### src/rtl/bus_arbiter_if.sv
// Bus ownership handshake between the DMA controller / CPU memory stage
// and the M2 bus arbiter, plus the arbiter's status readback.
interface bus_arbiter_if #(
    parameter int CNT_W = 8
);
    logic             BR;
    logic             M2busy;
    logic             BG;
    logic             cpu_bus_stall;
    logic [15:0]      grant_cycles;
    logic [CNT_W-1:0] grant_count;
    logic             bus_timeout;

    modport master (
        output BR,
        output M2busy,
        input  BG,
        input  cpu_bus_stall,
        input  grant_cycles,
        input  grant_count,
        input  bus_timeout
    );

    modport slave (
        input  BR,
        input  M2busy,
        output BG,
        output cpu_bus_stall,
        output grant_cycles,
        output grant_count,
        output bus_timeout
    );
endinterface

### src/rtl/bus_arbiter.sv
// M2 bus arbiter: CPU owns the bus by default, DMA takes it via BR/BG
// after in-flight CPU traffic drains; one-cycle turnaround on release.
module bus_arbiter #(
    parameter int CPU_HOLD  = 4,
    parameter int MAX_GRANT = 64,
    parameter int CNT_W     = 8
) (
    input  logic        Clk,
    input  logic        Reset,
    bus_arbiter_if.slave bus
);
    localparam int WORD_SIZE = 16;
    localparam int HOLD_W    = $clog2(CPU_HOLD + 2);

    typedef enum logic [1:0] {
        CPU_OWN,
        DRAIN,
        DMA_OWN,
        TURNAROUND
    } state_t;

    state_t                state_q, state_d;
    logic [HOLD_W-1:0]     hold_q, hold_d;
    logic [WORD_SIZE-1:0]  gcyc_q, gcyc_d;
    logic [CNT_W-1:0]      gcnt_q, gcnt_d;
    logic                  tout_q, tout_d;

    // Next-state and counter updates for the ownership handshake
    always_comb begin
        state_d = state_q;
        hold_d  = hold_q;
        gcyc_d  = gcyc_q;
        gcnt_d  = gcnt_q;
        tout_d  = tout_q;
        unique case (state_q)
            CPU_OWN: begin
                if (hold_q != '0) begin
                    hold_d = hold_q - HOLD_W'(1);
                end else if (bus.BR) begin
                    state_d = DRAIN;
                end
            end
            DRAIN: begin
                if (!bus.BR) begin
                    state_d = CPU_OWN;
                end else if (!bus.M2busy) begin
                    state_d = DMA_OWN;
                    gcyc_d  = '0;
                end
            end
            DMA_OWN: begin
                if (gcyc_q != {WORD_SIZE{1'b1}}) begin
                    gcyc_d = gcyc_q + WORD_SIZE'(1);
                end
                if (bus.BR && (gcyc_q == WORD_SIZE'(MAX_GRANT - 1))) begin
                    tout_d = 1'b1;
                end
                if (!bus.BR) begin
                    state_d = TURNAROUND;
                end
            end
            TURNAROUND: begin
                state_d = CPU_OWN;
                hold_d  = HOLD_W'(CPU_HOLD);
                gcnt_d  = gcnt_q + CNT_W'(1);
            end
            default: state_d = CPU_OWN;
        endcase
    end

    // State and counter registers with synchronous reset
    always_ff @(posedge Clk) begin
        if (Reset) begin
            state_q <= CPU_OWN;
            hold_q  <= '0;
            gcyc_q  <= '0;
            gcnt_q  <= '0;
            tout_q  <= 1'b0;
        end else begin
            state_q <= state_d;
            hold_q  <= hold_d;
            gcyc_q  <= gcyc_d;
            gcnt_q  <= gcnt_d;
            tout_q  <= tout_d;
        end
    end

    assign bus.BG            = (state_q == DMA_OWN);
    assign bus.cpu_bus_stall = (state_q != CPU_OWN);
    assign bus.grant_cycles  = gcyc_q;
    assign bus.grant_count   = gcnt_q;
    assign bus.bus_timeout   = tout_q;
endmodule

### src/flat_wrapper.sv
// flat-port wrapper written by rule: the top's interface ports become plain ports
module bus_arbiter_flat 
#(
    parameter int CPU_HOLD  = 4,
    parameter int MAX_GRANT = 64,
    parameter int CNT_W     = 8
)
  (Clk, Reset, bus_BR, bus_M2busy, bus_BG, bus_cpu_bus_stall, bus_grant_cycles, bus_grant_count, bus_bus_timeout);
  bus_arbiter_if #(.CNT_W(CNT_W)) bus_i ();
  input  logic Clk;
  input  logic Reset;
  input wire logic [$bits(bus_i.BR)-1:0] bus_BR;
  input wire logic [$bits(bus_i.M2busy)-1:0] bus_M2busy;
  output wire logic [$bits(bus_i.BG)-1:0] bus_BG;
  output wire logic [$bits(bus_i.cpu_bus_stall)-1:0] bus_cpu_bus_stall;
  output wire logic [$bits(bus_i.grant_cycles)-1:0] bus_grant_cycles;
  output wire logic [$bits(bus_i.grant_count)-1:0] bus_grant_count;
  output wire logic [$bits(bus_i.bus_timeout)-1:0] bus_bus_timeout;
  assign bus_i.BR = bus_BR;
  assign bus_i.M2busy = bus_M2busy;
  assign bus_BG = bus_i.BG;
  assign bus_cpu_bus_stall = bus_i.cpu_bus_stall;
  assign bus_grant_cycles = bus_i.grant_cycles;
  assign bus_grant_count = bus_i.grant_count;
  assign bus_bus_timeout = bus_i.bus_timeout;
  bus_arbiter #(.CPU_HOLD(CPU_HOLD), .MAX_GRANT(MAX_GRANT), .CNT_W(CNT_W)) u_core (.Clk(Clk), .Reset(Reset), .bus(bus_i));
endmodule
### config.mk
export PLATFORM = sky130hd
export DESIGN_NAME = bus_arbiter_flat
export DESIGN_NICKNAME = d
export VERILOG_FILES = /design/src/rtl/bus_arbiter_if.sv /design/src/rtl/bus_arbiter.sv /design/src/flat_wrapper.sv
export SDC_FILE = /design/constraint.sdc
export NUM_CORES = 1
export LEC_CHECK = 0
export BUFFER_PORTS_ARGS = -buffer_cell sky130_fd_sc_hd__buf_2
export CAP_MARGIN = 20
export CORE_AREA = 2 2 71 56
export CTS_BUF_LIST = sky130_fd_sc_hd__clkbuf_8
export DETAILED_ROUTE_END_ITERATION = 7
export DIE_AREA = 0 0 73 58
export PLACE_DENSITY = 0.7
export SYNTH_ARGS = -nofsm -noshare
export SYNTH_HDL_FRONTEND = slang
export SYNTH_SLANG_ARGS = --single-unit
### constraint.sdc
create_clock -name Clk -period 3.2 [get_ports Clk]
set_input_delay 0.64 -clock Clk [delete_from_list [all_inputs] [get_ports Clk]]
set_output_delay 0.64 -clock Clk [all_outputs]
set_load 0.05 [all_outputs]
# Word-level counts from Yosys, hierarchy flattened
# Cells that the tools add are included.
# word_totals
regBits,30
# op_classes
addsub,3
muxes,12
reduce_logical,10
n_eq_ne,13
# ops
op,n
16-bit 2-to-1 mux,3
16-bit case mux with 2 select lines,1
"16-bit by 1-bit adder with 16-bit output, second input constant",1
"16-bit by 6-bit equality test with 1-bit output, second input constant",1
"16-bit != test, second input constant",1
2-bit 2-to-1 mux,5
"2-bit != test, second input constant",5
"8-bit by 1-bit adder with 8-bit output, second input constant",1
2-bit case mux with 4 select lines,1
4-bit AND reduction,2
3-bit case mux with 2 select lines,1
2-bit nonzero test,3
"2-bit equality test, second input constant",2
"2-bit by 1-bit != test with 1-bit output, second input constant",2
2-bit AND reduction,2
3-bit 2-to-1 mux,1
"3-bit != test, second input constant",1
3-bit nonzero test,1
"3-bit by 1-bit subtractor with 3-bit output, second input constant",1
"2-bit by 1-bit equality test with 1-bit output, second input constant",1
2-bit zero test,1
1-bit logical AND,1

# Longest topological paths before layout
# logic_depth
word_depth,3
depth_mapped,6

# Worst setup path before layout
# Ideal clock, no wire load.
# synth_timing
kind,reg-to-reg
start,"register u_core.gcyc_q[0], in the netlist u_core.bus.grant_cycles[0]"
end,"register u_core.gcyc_q[11], in the netlist u_core.bus.grant_cycles[11]"
path_stages_with_launch,6
synth_period_minus_slack_ns,2.096
setup_ns,0.123
setup_slack_ns,1.104
n_path_buf,0
t_arrival_ns,1.973
cell_sequence,dfxtp_1 -> ha_1 -> nand2_1 -> nor4_4 -> a211oi_1 -> mux2_1
# synth_between
elab_chain_cells,3
elab_cells_between_ends,6
classes_between,1 x add/sub; 2 x eq/ne; 2 x mux; 1 x reduce/logical
# synth_rtl
element,line_no,rtl
"start, declared",bus_arbiter.sv:24,"logic [WORD_SIZE-1:0] gcyc_q, gcyc_d;"
"start signal, assigned",bus_arbiter.sv:82,gcyc_q <= gcyc_d;
16-bit by 1-bit adder with 16-bit output or 16-bit != test (tied branches),"bus_arbiter.sv:53, bus_arbiter.sv:52",
16-bit 2-to-1 mux or 2-bit by 1-bit != test with 1-bit output (tied branches),-,
16-bit case mux with 2 select lines or 4-bit AND reduction (tied branches),-,
# Several ways; a longest one is shown, not always the timed one. The select of a mux whose other input is x is not followed.
# A chain may end at the register's enable or synchronous reset.

==> summary.md <==
| Metric | Value |
|---|---|
| Post-route ant nets | 0 |
| Post-synth top flop | dfxtp_1 |
| Pre-CTS WS | 1.07 ns |
| Part of the cycle the worst path needs | 0.686 |
| Hold Path End | u_core.hold_q[1] |
| Syn_nets | between 200 and 250 |
| Post-detailed-route wirelength per cell | roughly 15 um |
| Leakage | ~0.79 nW |
| Vias in the first global route | 1412 |
| Layout Utilization | 0.549 |
| R2R Setup Slk | about 1.2 ns |
| First-pass GRT wire length | 6640 um |
| Synthesized area per cell | between 7 and 8 um2 |
| Core area | ~3500 um2 |
| PwrDens | approximately 530 nW/um2 |
| FFs w/ async S/R, synth | 0 |
| Worst Clk Skew | just over 0.01 ns |
| Synth Warn # | 0 |
| Fin. max-slew vios | 0 |
| Setup Viol. Count Final | 0 |
| Post-synth EDFFs | 0 |
| I/O Pins | 31 |
| Wirelength, routed | 4100 um |
| Worst vdd ir | around 0.26 mV |
| CP Data Arrival Time | about 1.6 ns |
| #FFs+latches synth | 30 |
| Hold depth | 2 |
| Clock root cell | clkbuf_8 |
| Max Root-Sink Buffers | 2 |
| Syn Inst Count | 214 |
| Clk Latency, worst-skew pair | 0.29 ns |
| Routed vias/inst | approximately 5.9 |
| Worst-Margin Slew | approximately 0.59 ns |
| # diodes | 0 |
| Starting DRC count in detailed routing | 100 |
| Cell Area, Synth | between 1500 and 2000 um2 |
| Max Cap Viol | 0 |
| Die width | 73 um |
| Post-CTS Setup Repair Bufs | 0 |
| # H-tree levels | 2 |
| Worst hold start | u_core.hold_q[1] |
| Largest net degree at the start of global routing | 34 |
| DRC | 0 |
| Worst r2r src | u_core.state_q[0] |
| CP Class | flip-flop to output port |
| Tmin final | roughly 2.2 ns |
| CTS tree | yes |
| Hpwl dp | about 2700 um |
| Layout area overhead | 15.2% |
| Nets | roughly 250 |
| Slew headroom | 0.601 |
| CTS Buf Count | 5 |
| Fillers | between 300 and 400 |
| Setup tns final | 0 ns |
| Die area | roughly 4200 um2 |
| Row count | 19 |
| Initial core utilization | 0.477 |
| Clk slew on worst S/H paths | approximately 0.070 ns |
| Placer congestion estimate | approximately 0.83 |
| Final global-route overflow total | 0 |
| Register area share after synthesis | 0.356 |
| Drt first pass iters | 4 |
| Share of cells above drive strength 1 | 0.189 |
| Post-CTS resize count | 0 |
| GRT Total Usage | 0.203 |
| Initial antenna violation count | 0 |
| Via Count | 1640 |
| Hold buffers post-CTS | 0 |
| Dpl cells | between 200 and 300 |
| Kind of capture point of the worst setup path | output port |
| Hold WC Path Type | flip-flop to flip-flop |
| Req. time, crit path | roughly 2.6 ns |
| PnR worst setup slack | approximately 1 ns |
| Unrepaired setup endpoints after global routing | no |
| Final hold violation count | 0 |
| Max Freq | around 460 MHz |
| Crit-path max FO | 14 |
| Fin cells | 280 |
| Run status | completed |
| R2R Path End | u_core.bus.grant_cycles[6] |
| Port Buffers | 30 |
| R2R depth | 4 |
| Most frequent cells in the layout | dfxtp_1 (30), buf_2 (30), nor2_1 (25) |
| # clock sinks | 30 |
| Cell variety after synth | 45 |
| Worst Setup Start Kind | flip-flop |
| Die Span Y | between 50 and 60 um |
[through the flow]
step | total power [W] | area, um2 | hold WS [ns]
after floorplan | 0.000620 | 1690 | 0.450
after global placement | 0.000659 | 1840 | 0.465
after detailed placement | 0.000664 | 1840 | 0.464
after CTS | 0.00104 | 1950 | 0.473
after global routing | 0.00109 | 1950 | 0.494
final | 0.00104 | 1950 | 0.474
[metal layers]
layer	vias to the layer above	track usage	wire [um]
li1	823	-	-
met1	757	0.285	1980
met2	53	0.300	1780
met3	7	0.0574	286
met4	0	0.0714	51
met5	-	0	0
[power breakdown]
part / total, W / switching, W / internal [W]
combinational: 0.000228 / 0.000135 / 0.0000925
sequential: 0.000431 / 0.0000332 / 0.000398
clock: 0.000378 / 0.000149 / 0.000229
total: 0.00104 / 0.000317 / 0.000719
[cells in the mapped netlist (2+ instances only)]
cell,count,area [um2]
xor2_1,2,17.5
and2_1,4,25.0
nand4_2,2,25.0
buf_1,4,15.0
nor3b_1,2,15.0
a31oi_1,15,93.8
o211ai_1,2,15.0
nor2_1,25,93.8
clkbuf_1,7,26.3
nand2_1,13,48.8
nor4_1,5,31.3
or2_2,2,12.5
dfxtp_1,30,601
ha_1,4,50.1
inv_1,9,33.8
mux2i_1,4,40.0
nand3_1,12,60.1
o31ai_1,2,15.0
xnor2_1,4,35.0
nand4_1,8,50.1
nor3_1,3,15.0
a21oi_1,13,65.1
and3_1,4,25.0
or3_1,5,31.3
nand2b_1,3,18.8
o21ai_0,9,45.0
buf_2,3,15.0
[how the worst max path moves through the flow]
stage | startpoint | endpoint | slack [ns] | depth (start not counted)
finish | flip-flop | bus_BG | 1.00 | 3
global route | flip-flop | bus_BG | 0.91 | 3
CTS | flip-flop | bus_BG | 1.01 | 3
detailed placement | bus_BR | u_core.bus.grant_cycles[6] | 1.07 | 5
global placement | bus_BR | u_core.bus.grant_cycles[6] | 1.11 | 5
floorplan | u_core.bus.grant_cycles[0] | u_core.bus.grant_cycles[11] | 1.10 | 5
[worst max-delay path: stages (launching register included)]
cell and delay (ns):
dfxtp_1 0.57, nand2b_1 0.12, inv_1 0.24, buf_2 0.32
[logic make-up (layout without fill, tap and decap cells)]
logic type | after synthesis | in the layout | share of synthesized area
simple gates | 95 | 95 | 0.313
compound gates | 49 | 49 | 0.176
xor+xnor | 6 | 6 | 0.0311
flops | 30 | 30 | 0.356
buf+inv | 24 | 48 | 0.0578
fa+ha+maj | 4 | 4 | 0.0296
mux | 6 | 6 | 0.0370
[state kept, by name, summed over array words and instances (netlist names), named ones only]
| register | cells |
|---|---|
| u_core.bus.grant_cycles | 16 |
| u_core.bus.grant_count | 8 |
| u_core.hold_q | 3 |
| u_core.bus.bus_timeout | 1 |
| u_core.state_q | 1 |
[area by class of cell]
type / count / area [um2] / share of cell area
inverter: 9 / 33.8 / 0.0174
sequential: 30 / 601 / 0.309
multi-input combinational: 160 / 991 / 0.509
timing repair buffer: 31 / 158 / 0.0810
tap: 42 / 52.6 / 0.0270
clock inverter: 3 / 41.3 / 0.0212
clock buffer: 5 / 68.8 / 0.0354
(Power assumes the default switching activity.)
